$ cat src/rtl/led_stream_ctrl_if.sv
// Pixel-stream bundle: the nxt/trig/t_valid colour handshake with the averaging
// block plus the px_data/px_start/px_busy link to the WS2812 serializer.
interface led_stream_ctrl_if;
  logic [23:0] avg_rgb;
  logic        trig;
  logic        nxt;
  logic        t_valid;
  logic [23:0] px_data;
  logic        px_start;
  logic        px_busy;

  modport master (
    input  avg_rgb, trig, px_busy,
    output nxt, t_valid, px_data, px_start
  );

  modport slave (
    output avg_rgb, trig, px_busy,
    input  nxt, t_valid, px_data, px_start
  );
endinterface

$ cat src/rtl/led_stream_ctrl.sv
// Frame scheduler between the sector-averaging block and the WS2812 serializer:
// one colour handshake per LED, brightness scaling, GRB reorder and latch gap.
module led_stream_ctrl #(
  parameter int unsigned NUM_LEDS     = 48,
  parameter int unsigned LATCH_CYC    = 30000,
  parameter int unsigned TIMEOUT_CYC  = 2000000,
  parameter logic [23:0] FALLBACK_RGB = 24'h000000
) (
  input  logic              clk,
  input  logic              rst,
  led_stream_ctrl_if.master bus,
  input  logic [7:0]        brightness,
  output logic              rdy,
  output logic              frame_done,
  output logic              fallback_active
);
  localparam int unsigned      CNT_W        = $clog2(NUM_LEDS + 1);
  localparam logic [CNT_W-1:0] LAST_CNT     = CNT_W'(NUM_LEDS);
  localparam logic [31:0]      TIMEOUT_LAST = 32'(TIMEOUT_CYC - 1);
  localparam logic [31:0]      LATCH_LAST   = 32'(LATCH_CYC - 1);

  typedef enum logic [2:0] {
    S_IDLE, S_REQ, S_ACK, S_SEND, S_WAIT_RISE, S_WAIT_FALL, S_LATCH
  } state_t;

  state_t           state, state_nx;
  logic [CNT_W-1:0] led_cnt, led_cnt_nx, led_cnt_inc;
  logic [31:0]      timer, timer_nx, timer_inc;
  logic [23:0]      col_reg, col_nx;
  logic [23:0]      px_data, px_data_nx;
  logic             nxt, nxt_nx, t_valid, t_valid_nx, rdy_nx;
  logic             px_start, px_start_nx, frame_done_nx, fallback_nx;

  // Scale each channel by (brightness+1)/256 and reorder {R,G,B} to {G,R,B}.
  function automatic logic [23:0] scale_grb(input logic [23:0] rgb, input logic [7:0] b);
    logic [15:0] k, pr, pg, pb;
    k  = 16'({1'b0, b} + 9'd1);
    pr = 16'(rgb[23:16]) * k;
    pg = 16'(rgb[15:8])  * k;
    pb = 16'(rgb[7:0])   * k;
    return {pg[15:8], pr[15:8], pb[15:8]};
  endfunction

  assign led_cnt_inc = (led_cnt == {CNT_W{1'b1}}) ? led_cnt : led_cnt + CNT_W'(1'b1);
  assign timer_inc   = (timer == 32'hFFFF_FFFF) ? timer : timer + 32'd1;

  // State register.
  always_ff @(posedge clk or posedge rst) begin
    if (rst) begin
      state <= S_IDLE;
    end else begin
      state <= state_nx;
    end
  end

  // Next state, datapath updates and look-ahead values for the registered outputs.
  always_comb begin
    state_nx      = state;
    led_cnt_nx    = led_cnt;
    timer_nx      = timer;
    col_nx        = col_reg;
    px_data_nx    = px_data;
    px_start_nx   = 1'b0;
    frame_done_nx = 1'b0;
    fallback_nx   = fallback_active;
    case (state)
      S_IDLE: begin
        timer_nx = 32'd0;
        state_nx = S_REQ;
      end
      S_REQ: begin
        if (bus.trig) begin
          col_nx   = scale_grb(bus.avg_rgb, brightness);
          timer_nx = 32'd0;
          state_nx = S_ACK;
        end else if (timer >= TIMEOUT_LAST) begin
          fallback_nx = 1'b1;
          col_nx      = scale_grb(FALLBACK_RGB, brightness);
          timer_nx    = 32'd0;
          state_nx    = S_SEND;
        end else begin
          timer_nx = timer_inc;
        end
      end
      S_ACK: begin
        if (!bus.trig) begin
          state_nx = S_SEND;
        end else begin
          state_nx = S_ACK;
        end
      end
      S_SEND: begin
        if (!bus.px_busy) begin
          px_start_nx = 1'b1;
          px_data_nx  = col_reg;
          state_nx    = S_WAIT_RISE;
        end else begin
          state_nx = S_SEND;
        end
      end
      S_WAIT_RISE: begin
        state_nx = S_WAIT_FALL;
      end
      S_WAIT_FALL: begin
        if (!bus.px_busy) begin
          led_cnt_nx = led_cnt_inc;
          timer_nx   = 32'd0;
          if (led_cnt_inc == LAST_CNT) begin
            state_nx = S_LATCH;
          end else if (fallback_active) begin
            col_nx   = scale_grb(FALLBACK_RGB, brightness);
            state_nx = S_SEND;
          end else begin
            state_nx = S_REQ;
          end
        end else begin
          state_nx = S_WAIT_FALL;
        end
      end
      S_LATCH: begin
        if (timer >= LATCH_LAST) begin
          frame_done_nx = 1'b1;
          led_cnt_nx    = {CNT_W{1'b0}};
          fallback_nx   = 1'b0;
          timer_nx      = 32'd0;
          state_nx      = S_IDLE;
        end else begin
          timer_nx = timer_inc;
        end
      end
      default: begin
        state_nx = S_IDLE;
      end
    endcase
    // Handshake strobes rise one cycle into their state, so nxt is always low before t_valid.
    nxt_nx     = (state == S_REQ) && (state_nx == S_REQ);
    t_valid_nx = (state == S_ACK) && (state_nx == S_ACK);
    rdy_nx     = nxt_nx && (led_cnt == {CNT_W{1'b0}});
  end

  // Datapath and output registers.
  always_ff @(posedge clk or posedge rst) begin
    if (rst) begin
      led_cnt         <= {CNT_W{1'b0}};
      timer           <= 32'd0;
      col_reg         <= 24'h000000;
      px_data         <= 24'h000000;
      px_start        <= 1'b0;
      nxt             <= 1'b0;
      t_valid         <= 1'b0;
      rdy             <= 1'b0;
      frame_done      <= 1'b0;
      fallback_active <= 1'b0;
    end else begin
      led_cnt         <= led_cnt_nx;
      timer           <= timer_nx;
      col_reg         <= col_nx;
      px_data         <= px_data_nx;
      px_start        <= px_start_nx;
      nxt             <= nxt_nx;
      t_valid         <= t_valid_nx;
      rdy             <= rdy_nx;
      frame_done      <= frame_done_nx;
      fallback_active <= fallback_nx;
    end
  end

  assign bus.nxt      = nxt;
  assign bus.t_valid  = t_valid;
  assign bus.px_data  = px_data;
  assign bus.px_start = px_start;
endmodule

$ cat src/flat_wrapper.sv
// flat-port wrapper written by rule: the top's interface ports become plain ports
module led_stream_ctrl_flat 
#(
  parameter int unsigned NUM_LEDS     = 48,
  parameter int unsigned LATCH_CYC    = 30000,
  parameter int unsigned TIMEOUT_CYC  = 2000000,
  parameter logic [23:0] FALLBACK_RGB = 24'h000000
)
  (clk, rst, brightness, rdy, frame_done, fallback_active, bus_avg_rgb, bus_trig, bus_px_busy, bus_nxt, bus_t_valid, bus_px_data, bus_px_start);
  led_stream_ctrl_if bus_i ();
  input  logic clk;
  input  logic rst;
  input  logic [7:0] brightness;
  output logic rdy;
  output logic frame_done;
  output logic fallback_active;
  input wire logic [$bits(bus_i.avg_rgb)-1:0] bus_avg_rgb;
  input wire logic [$bits(bus_i.trig)-1:0] bus_trig;
  input wire logic [$bits(bus_i.px_busy)-1:0] bus_px_busy;
  output wire logic [$bits(bus_i.nxt)-1:0] bus_nxt;
  output wire logic [$bits(bus_i.t_valid)-1:0] bus_t_valid;
  output wire logic [$bits(bus_i.px_data)-1:0] bus_px_data;
  output wire logic [$bits(bus_i.px_start)-1:0] bus_px_start;
  assign bus_i.avg_rgb = bus_avg_rgb;
  assign bus_i.trig = bus_trig;
  assign bus_i.px_busy = bus_px_busy;
  assign bus_nxt = bus_i.nxt;
  assign bus_t_valid = bus_i.t_valid;
  assign bus_px_data = bus_i.px_data;
  assign bus_px_start = bus_i.px_start;
  led_stream_ctrl #(.NUM_LEDS(NUM_LEDS), .LATCH_CYC(LATCH_CYC), .TIMEOUT_CYC(TIMEOUT_CYC), .FALLBACK_RGB(FALLBACK_RGB)) u_core (.clk(clk), .rst(rst), .bus(bus_i), .brightness(brightness), .rdy(rdy), .frame_done(frame_done), .fallback_active(fallback_active));
endmodule
$ cat config.mk
export PLATFORM = sky130hd
export DESIGN_NAME = led_stream_ctrl_flat
export DESIGN_NICKNAME = d
export VERILOG_FILES = /design/src/rtl/led_stream_ctrl_if.sv /design/src/rtl/led_stream_ctrl.sv /design/src/flat_wrapper.sv
export SDC_FILE = /design/constraint.sdc
export NUM_CORES = 1
export LEC_CHECK = 0
export ABC_AREA = 1
export CAP_MARGIN = 5
export CORE_MARGIN = 5
export CORE_UTILIZATION = 28
export DETAILED_ROUTE_END_ITERATION = 12
export DONT_BUFFER_PORTS = 1
export GPL_TIMING_DRIVEN = 0
export HOLD_SLACK_MARGIN = 0.08
export SETUP_SLACK_MARGIN = 0.4
export SKIP_LAST_GASP = 1
export SLEW_MARGIN = 20
export SYNTH_ARGS = -nofsm -noshare
export SYNTH_HDL_FRONTEND = slang
export SYNTH_SLANG_ARGS = --single-unit
$ cat constraint.sdc
create_clock -name clk -period 9.2 [get_ports clk]
set_clock_uncertainty 0.1 [all_clocks]
set_input_delay 1.84 -clock clk [delete_from_list [all_inputs] [get_ports clk]]
set_output_delay 1.84 -clock clk [all_outputs]
set_load 0.005 [all_outputs]
==> impl_metrics.yaml <==
yosys:
  synth_xor_area_share_pct: 1.78
  synth_top_flop_cell: "dfrtp_1"
  yosysWarnings: 0
  synth_fa_ha_area_share_pct: 32.3
  avgSynthCellArea_um2: 7.22
  synth_mux_area_share_pct: 0
  synth-seq-cells: 95
  yosys.area_share.simple_pct: 29.3
  async_flop_share_pct: 100
  synth_top_family_by_area: "adder cells"
  synth_area_um2: 11300
  synth-compound-area-share_pct: 4.33
  synth-edff-count: 0
  synthCells: 1569
  synth.yosys.seq_area_share_pct: 21.0
  syn-num-nets: 1825
  synth_cell_types: 40
sta:
  relSlewSlack_pct: 55.0
  fin_crit_ns: 6.88
  finalCritPeriodShare_pct: 74.8
  rsz0062_at_grt: "no"
  maxSlewViolCount: 0
  finalSetupViolations: 0
  fin_hold_ws_ns: 0.374
  layout_setup_ws_ns: 2.32
  setup-tns-final_ns: 0
  fmax_ghz: 0.145
  hold_viol_final: 0
  tightest_slew_ns: 0.675
placement:
  placedCellCount: 2095
  placed_cell_area_um2: 12000
  dp_hpwl_um: 24400
  io_buffers: 0
  gp_congestion: 0.899
  preCtsSetupSlack_ns: 1.97
critical_path:
  crit_type: "primary input to flip-flop"
  crit_top_cell: "nand2_1"
  crit_chain: "buf_2 > nand4_1 > nand2_1 > clkbuf_1 > nor2_1 > fa_1 > fa_1 > fa_1 > inv_1 > fa_1 > inv_1 > ha_1 > a21oi_1 > o21a_1 > nand2_1 > nand2_1 > nand2_1 > nand2_1 > nand2_1 > nor2_1 > nand3_1 > nand2_1"
  worstRegToRegCells: 8
  cp_max_fo: 10
  critPathRequiredTime_ns: 9.39
  max_stage_delay_ns: 0.58
  cp-start-kind: "primary input"
  crit_path_top_delay_cell: "clkbuf_1"
  arrival_ns: 7.07
  cp-end-kind: "flip-flop"
pwr:
  power_density_nw_per_um2: 218
  finalPower_mw: 2.68
  ir_worst_vdd_mv: 0.102
  p_leak_nw: 6.94
detailed_routing:
  wl_per_cell_um: 13.9
  antenna_left: 0
  vias_per_cell: 4.51
  drt_wl_total_um: 29300
  drc_errors: 0
  drt_pass1_iterations: 5
  drt_iter0_drc: 689
  num_vias: 9523
cells_and_area:
  synthToLayoutAreaGrowth_pct: 8.73
  n_fill_cell: 4265
  finalNonFillerCells: 2111
  fin_area_um2: 12300
  drive_gt1_share_pct: 4.10
  largest_reg_flops: 32
  layout.nets: 1837
  fin_util_pct: 30.8
  n_antenna_cell: 0
floorplan:
  fp-row-count: 73
  coreArea_um2: 39900
  die_height_um: 211
  die_area_um2: 44600
  pin_count: 66
  initial_utilization_pct: 28.4
  die_w_um: 211
clock_tree:
  cts_root_buf: "clkbuf_16"
  ctsResizeCount: 0
  cts_max_level: 3
  clockBufferDepth: 2
  worstSkewPairLatency_ns: 0.35
  post_cts_buffers: 0
  cts_tree: "yes"
  cts.hold.buffers_added: 0
  clkSlewWorstSetupHoldPaths_ns: 0.07
  cts_buffers: 9
  cts_sinks: 95
global_route:
  antenna_found_initial: 0
  overflow: 0
  grt_usage_pct: 13.4
  grt_max_degree: 64
  grt_pass1_wl_um: 49100
  grt_pass1_vias: 9470
hold_path:
  hold_path_depth: 2
  hp-class: "flip-flop to flip-flop"
flow_run:
  cap_viol_max_count: 0
status:
  status: "finished clean"
[where the power goes]
part	switching, mW	internal [mW]
logic	1.08	0.600
registers	0.0968	0.524
clock network	0.162	0.218
total	1.34	1.34
[worst max-delay path, delay by kind of cell]
| family | cells | cell delay, ns |
|---|---|---|
| fa+ha+maj | 5 | 2.44 |
| compound gates | 2 | 0.28 |
| simple gates | 11 | 1.62 |
| buf+inv | 4 | 0.88 |
[logic make-up after synthesis]
logic type / count (synthesis)
AO/OA/AOI/OAI: 89
XOR/XNOR: 23
adder cells (fa/ha/maj): 220
buffers and inverters: 329
flip-flops: 95
AND/OR/NAND/NOR: 813
[Yosys cell counts (all sizes together) (5+ instances only)]
cell type  instances  share of area [%]
a21oi             32                1.4
a31oi              5               0.28
buf               20                1.0
clkbuf            11               0.36
dfrtp             95                 21
fa               120                 21
ha               100                 11
inv              296                9.8
nand2            457                 15
nand3             66                3.1
nand4             16               0.88
nor2             242                8.4
nor3              25                1.2
o21ai             37                1.6
o21bai             6               0.40
xnor2              9               0.70
xor2              14                1.1
[layer usage]
layer	global-route usage (%)	vias up	part of all wire [%]
met5	0	-	0
met4	3.11	0	1.6
met3	2.75	31	7.8
met2	21.1	227	44
met1	19.0	4486	47
li1	-	4779	-
[final timing paths]
| check | slack (ns) | from | to |
|---|---|---|---|
| min in group asynchronous | 1.22 | rst | u_core.bus.px_data[3]$_DFFE_PP0P_ |
| worst min-delay path | 0.37 | u_core.col_reg[1]$_DFFE_PP0P_ | u_core.col_reg[1]$_DFFE_PP0P_ |
| worst min register to register | 0.37 | u_core.col_reg[1]$_DFFE_PP0P_ | u_core.col_reg[1]$_DFFE_PP0P_ |
| worst max register to register | 7.01 | u_core.timer[17]$_DFFE_PP0P_ | u_core.timer[1]$_DFFE_PP0P_ |
| max in group asynchronous | 7.17 | rst | u_core.timer[16]$_DFFE_PP0P_ |
| worst max-delay path | 2.32 | brightness[0] | u_core.col_reg[19]$_DFFE_PP0P_ |
[cell usage in the layout (no fill, tap or decap), drive strengths merged, types with 6 or more instances in the layout]
cell    Yosys  layout
nand2     457     457
inv       296     297
nor2      242     242
fa        120     120
ha        100     100
dfrtp      95      95
nand3      66      66
o21ai      37      37
a21oi      32      32
nor3       25      25
clkbuf     11      22
buf        20      21
nand4      16      16
xor2       14      14
xnor2       9       9
o21bai      6       6
[area by class of cell]
class	count	area, um2	share of cell area (%)
repair buffers	1	27.5	0.224
plain buffers	31	160	1.30
flip-flops and latches	95	2380	19.3
inverters	298	1120	9.13
clock buffers	11	243	1.97
clock inverters	5	56.3	0.457
well taps	525	657	5.34
multi-input cells	1145	7670	62.3
Note: power is estimated with default switching activity, not from simulation.
